**src/rtl/mdu_hilo_unit.sv**
```systemverilog
// rtl/mdu_hilo_unit.sv - multi-cycle multiply/divide unit with HI/LO; option MDU_FAST_MULT_EN
module mdu_hilo_unit #(
  parameter int DIV_CYCLES = 32,
  parameter int MUL_CYCLES = 32
) (
  input  logic        clk,
  input  logic        resetn,
  input  logic        op_valid,
  input  logic [2:0]  op,
  input  logic [31:0] src_a,
  input  logic [31:0] src_b,
  input  logic        ex_wr,
  input  logic        ex_dis_wr,
  input  logic        flush,
  output logic        busy,
  output logic [31:0] hi,
  output logic [31:0] lo
);

  localparam logic [2:0] OP_MULT  = 3'd0;
  localparam logic [2:0] OP_MULTU = 3'd1;
  localparam logic [2:0] OP_DIV   = 3'd2;
  localparam logic [2:0] OP_DIVU  = 3'd3;
  localparam logic [2:0] OP_MTHI  = 3'd4;
  localparam logic [2:0] OP_MTLO  = 3'd5;

  localparam int MAX_N = (DIV_CYCLES > MUL_CYCLES) ? DIV_CYCLES : MUL_CYCLES;
  localparam int CNT_W = $clog2(MAX_N) + 1;

  typedef enum logic [1:0] {S_IDLE, S_RUN, S_DONE} state_e;

  state_e            state_q, state_d;
  logic [CNT_W-1:0]  cnt_q, cnt_d;
  // acc: partial remainder (divide) or upper product half (multiply)
  // sh : dividend shifting into quotient, or multiplier shifting into lower product half
  logic [31:0]       acc_q, acc_d;
  logic [31:0]       sh_q, sh_d;
  logic [31:0]       opb_q, opb_d;
  logic              sign_a_q, sign_a_d;
  logic              sign_b_q, sign_b_d;
  logic              is_div_q, is_div_d;
  logic [31:0]       res_hi_q, res_hi_d;
  logic [31:0]       res_lo_q, res_lo_d;
  logic [31:0]       hi_q, hi_d;
  logic [31:0]       lo_q, lo_d;

  logic              is_mul_op, is_div_op, is_signed_op, start, commit_ok;
  logic [31:0]       mag_a, mag_b;
  logic [CNT_W-1:0]  cnt_last;

  assign is_mul_op    = op_valid && (op == OP_MULT || op == OP_MULTU);
  assign is_div_op    = op_valid && (op == OP_DIV || op == OP_DIVU);
  assign is_signed_op = (op == OP_MULT) || (op == OP_DIV);
  assign start        = (state_q == S_IDLE) && !flush && (is_mul_op || is_div_op);
  assign commit_ok    = ex_wr && !ex_dis_wr && !flush;
  assign mag_a        = (is_signed_op && src_a[31]) ? (~src_a + 32'd1) : src_a;
  assign mag_b        = (is_signed_op && src_b[31]) ? (~src_b + 32'd1) : src_b;
  assign cnt_last     = is_div_q ? CNT_W'(DIV_CYCLES - 1) : CNT_W'(MUL_CYCLES - 1);

  assign hi = hi_q;
  assign lo = lo_q;

`ifdef MDU_FAST_MULT_EN
  logic [63:0] fast_mag, fast_prod;
  assign fast_mag  = {32'd0, mag_a} * {32'd0, mag_b};
  assign fast_prod = (is_signed_op && (src_a[31] ^ src_b[31])) ? (~fast_mag + 64'd1) : fast_mag;
`endif

  logic [32:0] rem_shift, rem_sub, mul_sum;
  logic        div_ge;
  logic [31:0] step_acc, step_sh;

  // one restoring-divide or shift-add-multiply iteration on the magnitudes
  always_comb begin
    rem_shift = {acc_q, sh_q[31]};
    rem_sub   = rem_shift - {1'b0, opb_q};
    div_ge    = rem_shift >= {1'b0, opb_q};
    mul_sum   = {1'b0, acc_q} + (sh_q[0] ? {1'b0, opb_q} : 33'd0);
    if (is_div_q) begin
      step_acc = div_ge ? rem_sub[31:0] : rem_shift[31:0];
      step_sh  = {sh_q[30:0], div_ge};
    end else begin
      step_acc = mul_sum[32:1];
      step_sh  = {mul_sum[0], sh_q[31:1]};
    end
  end

  logic        neg_res;
  logic [31:0] quot_fix, rem_fix, fin_hi, fin_lo;
  logic [63:0] prod_mag, prod_fix;

  // sign fix-up of the last iteration's output; with a zero divisor every step
  // subtracts nothing, so the remainder path ends holding |a| and rem_fix equals src_a
  always_comb begin
    neg_res  = sign_a_q ^ sign_b_q;
    quot_fix = neg_res ? (~step_sh + 32'd1) : step_sh;
    rem_fix  = sign_a_q ? (~step_acc + 32'd1) : step_acc;
    prod_mag = {step_acc, step_sh};
    prod_fix = neg_res ? (~prod_mag + 64'd1) : prod_mag;
    if (is_div_q) begin
      fin_hi = rem_fix;
      fin_lo = (opb_q == 32'd0) ? 32'hFFFF_FFFF : quot_fix;
    end else begin
      fin_hi = prod_fix[63:32];
      fin_lo = prod_fix[31:0];
    end
  end

  // next-state, datapath loads, HI/LO writes and the combinational busy
  always_comb begin
    state_d  = state_q;
    cnt_d    = cnt_q;
    acc_d    = acc_q;
    sh_d     = sh_q;
    opb_d    = opb_q;
    sign_a_d = sign_a_q;
    sign_b_d = sign_b_q;
    is_div_d = is_div_q;
    res_hi_d = res_hi_q;
    res_lo_d = res_lo_q;
    hi_d     = hi_q;
    lo_d     = lo_q;
    busy     = 1'b0;
    case (state_q)
      S_IDLE: begin
        if (start) begin
          busy     = 1'b1;
          acc_d    = 32'd0;
          sh_d     = mag_a;
          opb_d    = mag_b;
          sign_a_d = is_signed_op && src_a[31];
          sign_b_d = is_signed_op && src_b[31];
          is_div_d = is_div_op;
          cnt_d    = '0;
          state_d  = S_RUN;
`ifdef MDU_FAST_MULT_EN
          if (is_mul_op) begin
            res_hi_d = fast_prod[63:32];
            res_lo_d = fast_prod[31:0];
            state_d  = S_DONE;
          end
`endif
        end else if (op_valid && commit_ok) begin
          if (op == OP_MTHI) hi_d = src_a;
          if (op == OP_MTLO) lo_d = src_a;
        end
      end
      S_RUN: begin
        if (flush) begin
          state_d = S_IDLE;
          cnt_d   = '0;
        end else begin
          busy  = 1'b1;
          acc_d = step_acc;
          sh_d  = step_sh;
          cnt_d = cnt_q + CNT_W'(1);
          if (cnt_q == cnt_last) begin
            res_hi_d = fin_hi;
            res_lo_d = fin_lo;
            cnt_d    = '0;
            state_d  = S_DONE;
          end
        end
      end
      S_DONE: begin
        if (flush) begin
          state_d = S_IDLE;
        end else if (commit_ok) begin
          hi_d    = res_hi_q;
          lo_d    = res_lo_q;
          state_d = S_IDLE;
        end
      end
      default: state_d = S_IDLE;
    endcase
  end

  // state and datapath registers
  always_ff @(posedge clk or negedge resetn) begin
    if (!resetn) begin
      state_q  <= S_IDLE;
      cnt_q    <= '0;
      acc_q    <= 32'd0;
      sh_q     <= 32'd0;
      opb_q    <= 32'd0;
      sign_a_q <= 1'b0;
      sign_b_q <= 1'b0;
      is_div_q <= 1'b0;
      res_hi_q <= 32'd0;
      res_lo_q <= 32'd0;
      hi_q     <= 32'd0;
      lo_q     <= 32'd0;
    end else begin
      state_q  <= state_d;
      cnt_q    <= cnt_d;
      acc_q    <= acc_d;
      sh_q     <= sh_d;
      opb_q    <= opb_d;
      sign_a_q <= sign_a_d;
      sign_b_q <= sign_b_d;
      is_div_q <= is_div_d;
      res_hi_q <= res_hi_d;
      res_lo_q <= res_lo_d;
      hi_q     <= hi_d;
      lo_q     <= lo_d;
    end
  end

endmodule

```
**config.mk**
```make
export PLATFORM = sky130hd
export DESIGN_NAME = mdu_hilo_unit
export DESIGN_NICKNAME = d
export VERILOG_FILES = /design/src/rtl/mdu_hilo_unit.sv
export SDC_FILE = /design/constraint.sdc
export NUM_CORES = 1
export LEC_CHECK = 0
export BUFFER_PORTS_ARGS = -buffer_cell sky130_fd_sc_hd__buf_4
export CORE_AREA = 2 2 166 168
export DETAILED_ROUTE_END_ITERATION = 10
export DIE_AREA = 0 0 168 170
export GPL_TIMING_DRIVEN = 0
export PLACE_DENSITY = 0.95
export SYNTH_ARGS = -nofsm -noshare
export SYNTH_HDL_FRONTEND = slang
export SYNTH_SLANG_ARGS = --single-unit
```
**constraint.sdc**
```tcl
create_clock -name clk -period 7.16 [get_ports clk]
set_input_delay 0.358 -clock clk [delete_from_list [all_inputs] [get_ports clk]]
set_output_delay 0.358 -clock clk [all_outputs]
set_load 0.01 [all_outputs]
```
== After elaboration in Yosys (flattened, before gate mapping) ==
Index checks and enable logic that the tools add are counted.
W data, S select, Z words.
Cells by class
  divide/modulo/power cells: 0
  shifts and indexed selects: 0
  order comparisons: 1
  muxes and demuxes: 43
  bitwise gates (word level): 7
  reductions and logical operators: 27
  multipliers: 0
  $add $sub $neg: 8
  equality and inequality tests: 18
Operator list (count)
  $mux W32: 25
  $pmux W32 S2: 4
  $add A32 B1 Y32 const B: 4
  $not A32 Y32: 4
  $add A64 B1 Y64 const B: 1
  $mux W64: 1
  $not A64 Y64: 1
  $add A32 B32 Y33: 1
  $ge A33 B32 Y1: 1
  $logic_not A32 Y1: 1
  $sub A32 B32 Y32: 1
  $mux W6: 3
  $pmux W6 S2: 1
  $reduce_and A6 Y1: 2
  $mux W2: 5
  $ne A2 B2 Y1 const B: 5
  $logic_and A1 B1 Y1: 9
  $reduce_and A3 Y1: 3
  $add A6 B1 Y6 const B: 1
  $eq A3 B2 Y1 const B: 2
  $eq A3 B3 Y1 const B: 2
  $eq A6 B5 Y1 const B: 1
  $ne A2 B1 Y1 const B: 3
  $ne A3 B3 Y1 const B: 2
  other kinds (14): 21
Word-level totals
  word-level logic and storage cells: 116
  latch bits: 0
  flip-flop bits (word level): 235
  memories: 0
  ROM bits: 0
  RAM bits: 0
  input port bits: 73
  output and inout bits: 65

== Depth between registers and ports, before layout ==
  depth in word-level cells: 8
  mapped depth: 21
  depth with buffers taken out: 20

== Least setup slack after synthesis ==
OpenSTA, ideal clock, no wires.
  path kind: reg2reg
  start: reg acc_q[3]
  end: reg res_hi_q[30]
  setup slack: 2.817 ns
  buffers on the path: 0
  period minus slack after synthesis: 4.343 ns
  data required time: 7.083 ns
  arrival time: 4.266 ns
  library setup time: 0.077 ns
  stages on the path, launching flop included: 20
  cells stage by stage: dfrtp_1 ha_1 a21o_1 a31oi_2 a21oi_2 o31ai_4 a21bo_4 a21oi_1 a21oi_1 ha_1 nand2_1 or2_2 nor2_1 and2_1 nand2_1 or4_4 a2111oi_4 a211oi_1 xor2_1 o21ai_1
Between the ends
  cells in the longest elaborated chain, start to end: 7
  elaborated cells on any way between the ends: 13
  classes of those cells: 4 x add/sub; 1 x order compare; 6 x mux; 2 x bitwise
RTL lines
  start: declaration: line 36  | logic [31:0] acc_q, acc_d;
  start signal: assignment: line 183  | acc_q <= 32'd0;
  start signal: assignment: line 196  | acc_q <= acc_d;
  $sub A32 B32 Y32 or $ge A33 B32 Y1 (tied branches): line 76, 77
  $mux W32: line 80  | step_acc = div_ge ? rem_sub[31:0] : rem_shift[31:0];
  $mux W32: line 79  | if (is_div_q) begin
  $not A64 Y64 or $not A32 Y32 (tied branches): line 99, 97
  $add A64 B1 Y64 or $add A32 B1 Y32 (tied branches): line 99, 97
  $mux W64 or $mux W32 (tied branches): line 99, 97
  $mux W32 *: line 100  | if (is_div_q) begin
  end signal: assignment: line 202  | res_hi_q <= res_hi_d;
  end: declaration: line 42  | logic [31:0] res_hi_q, res_hi_d;
Mark *: on every way between the ends. The rest lies on a longest branch, timed or not.
A chain may end at the register's enable or synchronous reset.

== Worst setup path in the final report ==
  start: reg opb_q[9]
  end: reg res_hi_q[28]
Between the ends
  cells in the longest elaborated chain, start to end: 7
  elaborated cells on any way between the ends: 14
  classes of those cells: 4 x add/sub; 1 x order compare; 7 x mux; 2 x bitwise
RTL lines
  start: declaration: line 38  | logic [31:0] opb_q, opb_d;
  start signal: assignment: line 198  | opb_q <= opb_d;
  $mux W32 (tied with other cells): line 78  | mul_sum = {1'b0, acc_q} + (sh_q[0] ? {1'b0, opb_q} : 33'd0);
  $add A32 B32 Y33 or $mux W32 (tied branches): line 78, 80
  $mux W32: line 79
  $not A64 Y64 or $not A32 Y32 (tied branches): line 99, 97
  $add A64 B1 Y64 or $add A32 B1 Y32 (tied branches): line 99, 97
  $mux W64 or $mux W32 (tied branches): line 99, 97
  $mux W32 *: line 100
Marked as above.

==> out/qor.txt <==
most common cell after layout, fill and taps aside -> a21oi_1
commonest register cell after synthesis -> dfrtp_1
worst setup margin -> 603.2 ps
post-layout util -> 0.7548
violated checks -> max-capacitance violations, max-slew violations
CTS Buffer Depth -> 3
Period minus WS final -> 6557 ps
crit-path max cell delay -> 980 ps
share of layout cells above drive strength 1 -> 0.1056
Core Region -> 26650 sq um
worst-skew pair later-pin latency -> 580 ps
worst-margin pin slew -> 1596 ps
worst vdd ir -> 257.5 uV
H-tree depth -> 1
fillers -> 1911
post-DP HPWL -> 51.01 mm
Final setup viols -> 0
global-route wire length before repair -> 104.7 mm
Fin. Hold Viols -> 0
DR pass1 iterations -> 7
# DRC -> 0
# Max-Cap Violations -> 1
CP Cell Sequence -> inv_1, ha_1, buf_2, nand4_1, nor4_1, nand4b_1, nand3_1, buf_2, nor3_1, o31ai_1, ha_1, nand2_1, a311oi_1, o211ai_1, a211oi_1, nand2_1, o31ai_1, xnor2_1, o21ai_1
initial core utilization -> 0.6679
CP Class -> register to register
main combinational cell family by area after synthesis -> compound AO/OA/AOI/OAI gates
post-synthesis compound-gate area fraction -> 0.2499
CTS tree -> done
multiplexer share of the synthesized area -> 0.02341
Die X-Extent -> 168 microns
Die Height -> 170 microns
clock root buffer -> clkbuf_16
status -> finished, violations left
Cell Count, Final, Fillers Out -> 2786
number of global-route vias before repair -> 19140
hold buffer count at cts -> 1
Clk pin slew, worst setup/hold paths -> 70 ps
cell at the slowest stage of the critical path -> a211oi_1
final slew viol count -> 3
XOR/XNOR share of the synthesized area -> 0.08069
post-synthesis register bit count -> 235
GRT overflow -> 0
post-route antenna net violation count -> 0
clock sinks -> 235
crit start category -> register
RSZ-0062 raised after global routing -> no
Adder-Cell Fraction of Synth Area -> 0.05075
most frequent cells in the layout -> 303 x a21oi_1, 249 x nor2_1, 238 x nand2_1, 235 x dfrtp_1, 187 x o21ai_0
FF+latch area -> 5881 sq um
Lkg Pwr -> 8.842 nW
post-cts sizing count -> 0
Seq/Total Area, Yosys -> 0.3304
pin count of the biggest net entering global routing -> 125
Syn Inst Count -> 2258
Final Skew -> 26.78 ps
critical path arrival -> 7010 ps
nets@finish -> 2569
HP Class -> primary input to register
vias per cell -> 7.023
routed len/inst -> 24.70 microns
setup_tns -> 0 ps
area of the multi-input gates -> 11130 sq um
area share of and/or/nand/nor cells after synthesis -> 0.2204
Total Wirelength -> 68.82 mm
initial antenna violation count -> 1
async set-reset flop share out of synthesis -> 1.000
GRT Util Overall -> 0.4757
critical path required time -> 7610 ps
EDFF count, synth -> 0
Post-Syn Area -> 17800 sq um
Mapped Avg Cell Area -> 7.883 sq um
Tcrit/Tclk final -> 0.9158
Pwr Density -> 416.4 nW/um^2
Critical Path Sink Type -> register
RePlAce Congestion -> 1.036
Post-Synthesis Net Count -> 2402
port bufs -> 137
Std-Cell Rows -> 60
Cells after DPL -> 2738
pre-CTS WS -> 1214 ps
routed vias -> 19570
I/O Pins -> 138
Post-CTS Setup Bufs -> 0
die area -> 28560 sq um
CTS buffer count -> 25
DRT iter0 DRCs -> 3074
CP Max Fanout -> 10
fmax -> 152.5 MHz
layout overhead on the synthesized area -> 13.01%
Synth Warn # -> 0
Max-slew headroom -> -0.06427
Synth cell types -> 93
Tot Pwr -> 8.377 mW
[area by class of cell]
class                           count  area share
Tap cell                          341     0.02121
Antenna cell                        2   0.0002488
Clock buffer                       37     0.03533
Inverter                           61     0.01138
Multi-Input combinational cell   1829      0.5533
Clock inverter                      8    0.004229
Sequential cell                   235      0.2923
Timing Repair Buffer              140     0.05392
Buffer                            133     0.02805
[critical path: cells and delay by family, from the launching register on]
kind                       cells  cell delay (ps)
AOI/OAI and AO/OA              6             2800
and+or+nand+nor                7             1670
adders and majority gates      2              640
buffers and inverters          3              610
DFF                            1              530
xor gates and xnor gates       1              170
[cell families (layout without fill, tap and decap cells)]
kind of cell,count (synthesis),count (layout)
AO/OA/AOI/OAI,725,725
adder cells (fa/ha/maj),71,71
buffers and inverters,194,379
XOR/XNOR,164,164
other,0,2
AND/OR/NAND/NOR,828,828
multiplexers,41,41
flip-flops,235,235
[synthesized netlist by cell type, types with 11 or more instances]
cell type | n | area [sq um]
a21oi_1 | 304 | 1521
nor2_1 | 249 | 934.7
nand2_1 | 238 | 893.4
dfrtp_1 | 235 | 5881
o21ai_0 | 187 | 935.9
clkbuf_1 | 97 | 364.1
xor2_1 | 93 | 814.5
xnor2_1 | 71 | 621.9
ha_1 | 69 | 863.3
nand3_1 | 69 | 345.3
inv_1 | 61 | 229.0
nor2b_1 | 48 | 300.3
and2_1 | 44 | 275.3
mux2i_1 | 36 | 360.4
nor3_1 | 36 | 180.2
a31oi_1 | 31 | 193.9
nor4_1 | 26 | 162.7
nand4_1 | 23 | 143.9
buf_2 | 22 | 110.1
o31ai_1 | 22 | 165.2
a21o_1 | 21 | 157.7
a211oi_1 | 19 | 142.6
o21a_1 | 16 | 120.1
or3_1 | 15 | 93.84
nand2b_1 | 12 | 75.07
and3_1 | 11 | 68.82
[path summary, 6_finish.rpt]
kind	cells past startpoint	slack (ps)	end	from
max in group asynchronous	3	5530	res_hi_q[22]$_DFFE_PN0P_	resetn
worst max register to register	19	600	res_hi_q[28]$_DFFE_PN0P_	opb_q[9]$_DFFE_PN0P_
worst max-delay path	19	600	res_hi_q[28]$_DFFE_PN0P_	opb_q[9]$_DFFE_PN0P_
worst min-delay path	2	30	state_q[1]$_DFFE_PN0P_	flush
min in group asynchronous	2	450	lo[6]$_DFFE_PN0P_	resetn
worst min register to register	2	490	res_hi_q[10]$_DFFE_PN0P_	res_hi_q[10]$_DFFE_PN0P_
[per-stage QoR]
step	hold WS (ps)	instance area (sq um)
2_1_floorplan	62.41	17800
6_report	34.26	20120
3_5_place_dp	478.2	19300
3_3_place_gp	470.4	19260
5_1_grt	71.59	20110
4_1_cts	39.03	20110
[per-layer routing]
| layer | GRT usage | vias up | wire length [microns] |
|---|---|---|---|
| met5 | 0 | - | 0 |
| met4 | 0.3732 | 0 | 6557 |
| met3 | 0.1198 | 509 | 7802 |
| met2 | 0.7932 | 1580 | 31630 |
| met1 | 0.5221 | 9072 | 22820 |
| li1 | - | 8404 | - |
[where the power goes]
group          switching (mW)  internal, mW  leakage [nW]
combinational            3.26          1.79          5.53
clock                   0.596         0.727         0.386
sequential              0.382          1.62          2.93
total                    4.24          4.13          8.84
[flip-flops by register name, summed over array words and instances, names as in the netlist]
name	flops
res_hi_q	32
is_div_q	1
acc_q	32
sh_q	32
lo	32
cnt_q	6
sign_b_q	1
res_lo_q	32
opb_q	32
hi	32
state_q	2
sign_a_q	1
No activity file was read; power rests on OpenSTA's default activity.
